==> config.mk <==
export PLATFORM = sky130hd
export DESIGN_NAME = bank_mix_datapath
export DESIGN_NICKNAME = d
export VERILOG_FILES = /design/src/rtl/bank_mix_datapath.sv
export SDC_FILE = /design/constraint.sdc
export NUM_CORES = 1
export LEC_CHECK = 0
export BUFFER_PORTS_ARGS = -buffer_cell sky130_fd_sc_hd__buf_2
export CORE_UTILIZATION = 35
export DETAILED_ROUTE_END_ITERATION = 7
export REMOVE_ABC_BUFFERS = 1
export SYNTH_ARGS = -nofsm -noshare
export SYNTH_HDL_FRONTEND = slang
export SYNTH_SLANG_ARGS = --single-unit
==> constraint.sdc <==
create_clock -name clk_100MHz -period 7.25 [get_ports clk_100MHz]
set_input_delay 1.0875 -clock clk_100MHz [delete_from_list [all_inputs] [get_ports clk_100MHz]]
set_output_delay 1.0875 -clock clk_100MHz [all_outputs]
set_load 0.01 [all_outputs]
==> src/rtl/bank_mix_datapath.sv <==
// Looper data path: stages ADC samples onto the RAM write bus, latches per-bank read data,
// and produces one saturated mix of the playing banks (plus optional live input) for the DAC.
module bank_mix_datapath #(
    parameter int DW    = 16,
    parameter int NBANK = 8
) (
    input  logic          clk_100MHz,
    input  logic          rst,
    input  logic [DW-1:0] sample_in,
    input  logic          sample_in_valid,
    input  logic [7:0]    playing,
    input  logic [7:0]    recording,
    input  logic [2:0]    mem_bank,
    input  logic          get_data,
    input  logic          data_ready,
    input  logic          mix_data,
    input  logic          write_zero,
    input  logic          ram_wen_n,
    input  logic [DW-1:0] ram_dq_in,
    input  logic          monitor_en,
    input  logic          flag_clr,
    output logic [DW-1:0] ram_dq_out,
    output logic          ram_dq_oe,
    output logic [DW-1:0] mix_out,
    output logic          mix_valid,
    output logic          busy,
    output logic          clip,
    output logic          overrun
);

    // All control inputs are single-cycle strobes from the controller; there is no
    // backpressure, so a mix_data that lands while busy is dropped and flagged.
    typedef enum logic [1:0] {
        S_IDLE,
        S_ACC,
        S_MON,
        S_SAT
    } state_t;

    state_t               state;
    state_t               state_nxt;
    logic [2:0]           idx;
    logic signed [DW+3:0] acc;
    logic [7:0]           play_snap;
    logic                 mon_snap;
    logic [DW-1:0]        in_hold;
    logic [DW-1:0]        wr_data;
    logic [DW-1:0]        bank_reg [NBANK];
    logic [DW-1:0]        sat_val;
    logic                 sat_hit;

    localparam logic signed [DW+3:0] ACC_MAX = {5'b00000, {(DW-1){1'b1}}};
    localparam logic signed [DW+3:0] ACC_MIN = {5'b11111, {(DW-1){1'b0}}};

    function automatic logic signed [DW+3:0] sext(input logic [DW-1:0] v);
        return {{4{v[DW-1]}}, v};
    endfunction

    assign busy = (state != S_IDLE);

    always_ff @(posedge clk_100MHz or posedge rst) begin
        if (rst) state <= S_IDLE;
        else     state <= state_nxt;
    end

    always_comb begin
        state_nxt = state;
        case (state)
            S_IDLE:  if (mix_data) state_nxt = S_ACC;
            S_ACC:   if (idx == 3'd7) state_nxt = S_MON;
            S_MON:   state_nxt = S_SAT;
            S_SAT:   state_nxt = S_IDLE;
            default: state_nxt = S_IDLE;
        endcase
    end

    always_comb begin
        sat_val = acc[DW-1:0];
        sat_hit = 1'b0;
        if (acc > ACC_MAX) begin
            sat_val = {1'b0, {(DW-1){1'b1}}};
            sat_hit = 1'b1;
        end else if (acc < ACC_MIN) begin
            sat_val = {1'b1, {(DW-1){1'b0}}};
            sat_hit = 1'b1;
        end
    end

    // Mix sequencing: one bank per cycle, then the monitor term, then clamp.
    always_ff @(posedge clk_100MHz or posedge rst) begin
        if (rst) begin
            acc       <= '0;
            idx       <= '0;
            play_snap <= '0;
            mon_snap  <= 1'b0;
            mix_out   <= '0;
            mix_valid <= 1'b0;
        end else begin
            mix_valid <= 1'b0;
            case (state)
                S_IDLE: begin
                    if (mix_data) begin
                        acc       <= '0;
                        idx       <= '0;
                        play_snap <= playing;
                        mon_snap  <= monitor_en;
                    end
                end
                S_ACC: begin
                    acc <= acc + (play_snap[idx] ? sext(bank_reg[idx]) : '0);
                    idx <= idx + 3'd1;
                end
                S_MON: acc <= acc + (mon_snap ? sext(in_hold) : '0);
                S_SAT: begin
                    mix_out   <= sat_val;
                    mix_valid <= 1'b1;
                end
                default: ;
            endcase
        end
    end

    // Sticky flags: a set event in the same cycle as flag_clr wins.
    always_ff @(posedge clk_100MHz or posedge rst) begin
        if (rst) begin
            clip    <= 1'b0;
            overrun <= 1'b0;
        end else begin
            if (state == S_SAT && sat_hit) clip <= 1'b1;
            else if (flag_clr)             clip <= 1'b0;
            if (mix_data && state != S_IDLE) overrun <= 1'b1;
            else if (flag_clr)               overrun <= 1'b0;
        end
    end

    always_ff @(posedge clk_100MHz or posedge rst) begin
        if (rst) begin
            in_hold    <= '0;
            wr_data    <= '0;
            ram_dq_out <= '0;
            ram_dq_oe  <= 1'b0;
        end else begin
            if (sample_in_valid) in_hold <= sample_in;
            if (get_data)        wr_data <= in_hold;
            ram_dq_out <= write_zero ? '0 : wr_data;
            // Erase drives the bus for every bank; otherwise only record-armed banks.
            ram_dq_oe  <= (write_zero || recording[mem_bank]) ? ~ram_wen_n : 1'b0;
        end
    end

    always_ff @(posedge clk_100MHz or posedge rst) begin
        if (rst) begin
            for (int i = 0; i < NBANK; i++) bank_reg[i] <= '0;
        end else if (data_ready && !write_zero) begin
            bank_reg[mem_bank] <= (playing[mem_bank] && !recording[mem_bank]) ? ram_dq_in : '0;
        end
    end

endmodule

# --- Yosys cells after proc, flatten, opt, wreduce, memory -nomap -nowiden ---
# Index checks and enable logic that the tools add are counted.
word_totals:
  wordCells: 90
  latchBits: 0
  ff_bits: 230
  rom_bits: 0
  inputBits: 61
  n_memories: 0
  output_inout_bits: 37
  mem_bits_rw: 0
op_classes:
  mux: 32
  shift: 0
  n_eq_ne: 6
  n_lt_le_gt_ge: 7
  div_mod_pow: 0
  n_bitwise: 3
  multipliers: 0
  n_addsub: 3
  n_reduce_logical: 18
op_table:
  columns: ["cell", "n"]
  rows:
  - ["128-bit bitwise mux", 1]
  - ["16-bit 2-to-1 mux", 7]
  - ["20-bit 2-to-1 mux", 3]
  - ["20-bit one-hot mux with 3 select lines", 1]
  - ["16-bit binary-select mux with 3-bit select", 1]
  - ["16-bit demux with 3-bit select", 1]
  - ["20-bit adder", 2]
  - ["20-bit by 16-bit greater-than comparator with 1-bit output, second input constant", 1]
  - ["20-bit by 16-bit less-than comparator with 1-bit output, second input constant", 1]
  - ["1-bit 2-to-1 mux", 10]
  - ["1-bit binary-select mux with 3-bit select", 3]
  - ["4-bit greater-or-equal comparator, second input constant", 2]
  - ["3-bit by 4-bit less-than comparator with 1-bit output, second input constant", 2]
  - ["3-bit NOT with 4-bit output", 2]
  - ["2-bit one-hot mux with 4 select lines", 1]
  - ["2-bit AND reduction", 4]
  - ["2-bit nonzero test", 4]
  - ["3-bit one-hot mux with 2 select lines", 1]
  - ["1-bit logical AND", 5]
  - ["2-bit == test, second input constant", 2]
  - ["4-bit by 1-bit less-than comparator with 1-bit output, second input constant", 1]
  - ["2-bit 2-to-1 mux", 2]
  - ["2-bit != test, second input constant", 2]
  - ["3-bit by 1-bit adder with 3-bit output, second input constant", 1]
  - ["other kinds (8)", 9]

# --- Longest topological paths before layout ---
logic_depth:
  depth_word: 7
  mapped_depth: 17
  mapped_depth_nobuf: 15

# --- Worst setup path after synthesis ---
# No wires, ideal clock.
synth_path:
  path_type: "register -> register"
  start: "reg idx[0]"
  end: "reg acc[17]"
  n_path_buf: 2
  required_time_ns: 7.107
  arrival_time_ns: 3.475
  stages_incl_launch_ff: 14
  period_less_slack_ns: 3.618
  setup_ns: 0.143
  setup_slack_ns: 3.632
  cell_sequence: "dfrtp_1 > buf_6 > buf_1 > mux4_2 > mux2i_1 > o21ai_0 > ha_1 > and3_1 > a2111oi_0 > o21a_1 > o211a_1 > o31ai_1 > xnor2_1 > o21ai_0"
synth_via:
  elab_chain_len: 7
  word_cells_on_any_way: 9
  classes_between: "add/sub (1); mux (7); bitwise (1)"
synth_lines:
  columns: ["item", "line", "rtl"]
  rows:
  - ["start: declaration", "42", "logic [2:0] idx;"]
  - ["start signal: assignment", "111", "idx <= idx + 3'd1;"]
  - ["3-bit NOT with 4-bit output (not written as such)", "110", "acc <= acc + (play_snap[idx] ? sext(bank_reg[idx]) : '0);"]
  - ["16-bit binary-select mux with 3-bit select", "110", null]
  - ["16-bit 2-to-1 mux (not written as such) (2 in a row)", "110", null]
  - ["20-bit 2-to-1 mux (*)", "110", null]
  - ["20-bit adder (*)", "110", null]
  - ["20-bit one-hot mux with 3 select lines (*)", "100", "case (state)"]
  - ["end signal: assignment", "110", null]
  - ["end signal: assignment", "113", "S_MON: acc <= acc + (mon_snap ? sext(in_hold) : '0);"]
  - ["end: declaration", "43", "logic signed [DW+3:0] acc;"]
# Every way passes the cells marked *; elsewhere a longest branch is shown, timed or not. The select of a mux whose other input is x is not followed.
# A chain may end at the register's enable or synchronous reset.

# --- Worst setup path in the final report ---
# Same ends and word-level chain as after synthesis.

==> impl_metrics.tcl <==
set metrics [dict create \
    dieArea_mm2 0.0319 \
    fmax_ghz 0.215 \
    utilization 0.409 \
    status "finished, final reports clean" \
    nets 1146 \
    grt-busiest-layer "met2" \
    synth.most_common_cell "dfrtp_1" \
    seqCellArea_mm2 0.00576 \
    drcViolationCount 0 \
    synth_flop_cell "dfrtp_1" \
    hold_path.class "flip-flop to flip-flop" \
    routed_via_density 5.18 \
    synth.distinct_cells 60 \
    drt_wl_total_um 26600 \
    crit_family "compound AO/OA/AOI/OAI gates" \
    rsz0062_at_grt "no" \
    arrival_ns 5.08 \
    syn_avg_cell_area_um2 11.1 \
    cts_resized 0 \
    postRouteAntennaNets 0 \
    grt_pass1_wl_um 41900 \
    clock-sinks 230 \
    core_mm2 0.0307 \
    worstSetupPathType "flip-flop to flip-flop" \
    grt_start_max_net_pins 160 \
    rows 64 \
    synth_top_family_by_area "compound AO/OA/AOI/OAI gates" \
    pin_count 98 \
    synth_xor_area_frac 0.0144 \
    grt_pass1_vias 7369 \
    synth-seq-cells 230 \
    synth_fa_ha_area_frac 0.0328 \
    synth_cells 982 \
    peakVddDrop_mv 0.161 \
    largest_reg_flops 128 \
    overflow 0 \
    grt.total_usage 0.168 \
    multiInputGateArea_mm2 0.00482 \
    numCtsBuffers 24 \
    hold_viol 0 \
    power.density_mw_per_mm2 351 \
    antenna_found_initial 0 \
    synth_edf_count 0 \
    path_depth 12 \
    diodes 0 \
    yosys-top-cells-area "dfrtp_1, o21ai_0, mux4_2" \
    synth-simple-area-share 0.104 \
    critical_path.max_fanout 27 \
    use_met3 0.0214 \
    min_period_over_period 0.642 \
    cts_buffer_depth 3 \
    async_flop_share 1.00 \
    drv_cap 0 \
    report.final.slew_viol_count 0 \
    final.setup_skew_ns 0.0109 \
    clk_latency_ns 0.52 \
    hold_buffers 0 \
    yosys_warnings 0 \
    crit_buf_inv 1 \
    synth_common_cells "dfrtp_1, o21ai_0, nand2_1" \
    synth_area_mm2 0.0109 \
    period_minus_slack_ns 4.65 \
    finalSetupViolCount 0 \
    die_x_um 179 \
    wl_per_cell_um 18.1 \
    crit_top_cell "o21ai_0" \
    max-slew-margin-rel 0.200 \
    drtIter0Drc 453 \
    crit_path_start_kind "flip-flop" \
    cpMaxStageDelayCell "dfrtp_2" \
    clk_pin_slew_worst_paths_ns 0.06 \
    yosysTopAreaCell "dfrtp_1" \
    drive_above_1_share 0.239 \
    via_count 7617 \
    grt_util_met2 0.264 \
    first_pass_iters 5 \
    cts_setup_buffers 0 \
    p_leak_nw 5.64 \
    cpPeakStageDelay_ns 0.95 \
    initial_core_util 0.356 \
    fin_ws_ns 2.60 \
    n_fill_cell 2976 \
    globalRouteMet1Util 0.244 \
    rr_worst_depth 12 \
    end_kind "flip-flop" \
    hpwlAfterDp_um 17400 \
    place.gp.congestion 0.885 \
    htree_levels 1 \
    whs_path_depth 2 \
    synth.top_cell.area_share 0.527 \
    synth_seq_area_share 0.527 \
    port_buffers 97 \
    root_buffer "clkbuf_16" \
    path_cells "buf_4 > mux4_2 > mux2i_1 > o21ai_0 > ha_1 > and3_1 > a2111oi_0 > o21a_1 > o211a_1 > o31ai_1 > xnor2_1 > o21ai_0" \
    tightest_slew_ns 1.20 \
    crit_required_ns 7.68 \
    dp_slack_ns 2.63 \
    cts_tree "built" \
    die_h_um 179 \
    synthMuxAreaShare 0.140 \
    synth-compound-area-share 0.149 \
    syn2layout_area_growth_pct 14.8 \
]
[cells by family (layout without fill, tap and decap cells)]
family	Yosys count	in the layout
compound gates	271	271
flops	230	230
fa+ha+maj	28	28
mux	100	100
simple gates	247	247
buf+inv	88	181
xor+xnor	18	18
[layer usage]
metal  part of all wire  up-vias
met5                  0        -
met4              0.022        0
met3              0.043       37
met2               0.46      175
met1               0.48     3759
li1                   -     3646
[layout make-up]
| type | instances | share of cell area |
|---|---|---|
| multi-input combinational | 664 | 0.384 |
| sequential | 230 | 0.459 |
| clock buffer | 35 | 0.0569 |
| timing repair buffer | 108 | 0.0453 |
| clock inverter | 9 | 0.00559 |
| inverter | 29 | 0.00928 |
| tap | 396 | 0.0395 |
[power breakdown]
part	internal, mW	switching (mW)
registers	1.54	0.201
clock network	0.716	0.503
logic	0.598	0.843
[per-stage QoR]
step                      power (mW)  TNS [ns]  cells  hold WS (ns)  cell area [µm²]
after floorplan                 2.72    -32.68    923         0.445            10700
after global placement          3.18         0   1427         0.457            11800
after detailed placement        3.21         0   1427         0.465            11800
after CTS                       4.45         0   1471         0.479            12500
after global routing            4.66         0   1471         0.489            12500
final                           4.40         0   1471         0.476            12500
[worst min-delay path, delay by kind of cell (launching register included)]
family	cells	cell delay [ns]
AO/OA/AOI/OAI	1	0.06
AND/OR/NAND/NOR	1	0.05
flip-flops	1	0.34
[cell usage in the layout (no fill, tap or decap), drive strengths merged, types with 17 or more instances in the layout]
cell      n
nand2   176
o21ai   186
mux4     38
dfrtp   230
clkbuf   35
mux2     43
ha       27
buf     108
o31ai    19
o211ai   17
inv      29
nor2b    21
mux2i    19
[path summary, 6_finish.rpt]
check | endpoint | start | slack [ns]
hold / removal | bank_reg[9] | bank_reg[9] | 0.48
max in group asynchronous | idx[0] | rst | 4.77
min in group asynchronous | clip | rst | 0.83
hold reg to reg | bank_reg[9] | bank_reg[9] | 0.48
setup / recovery | acc[17] | idx[0] | 2.60
setup reg to reg | acc[17] | idx[0] | 2.60
Power figures use the tool's default switching activity.
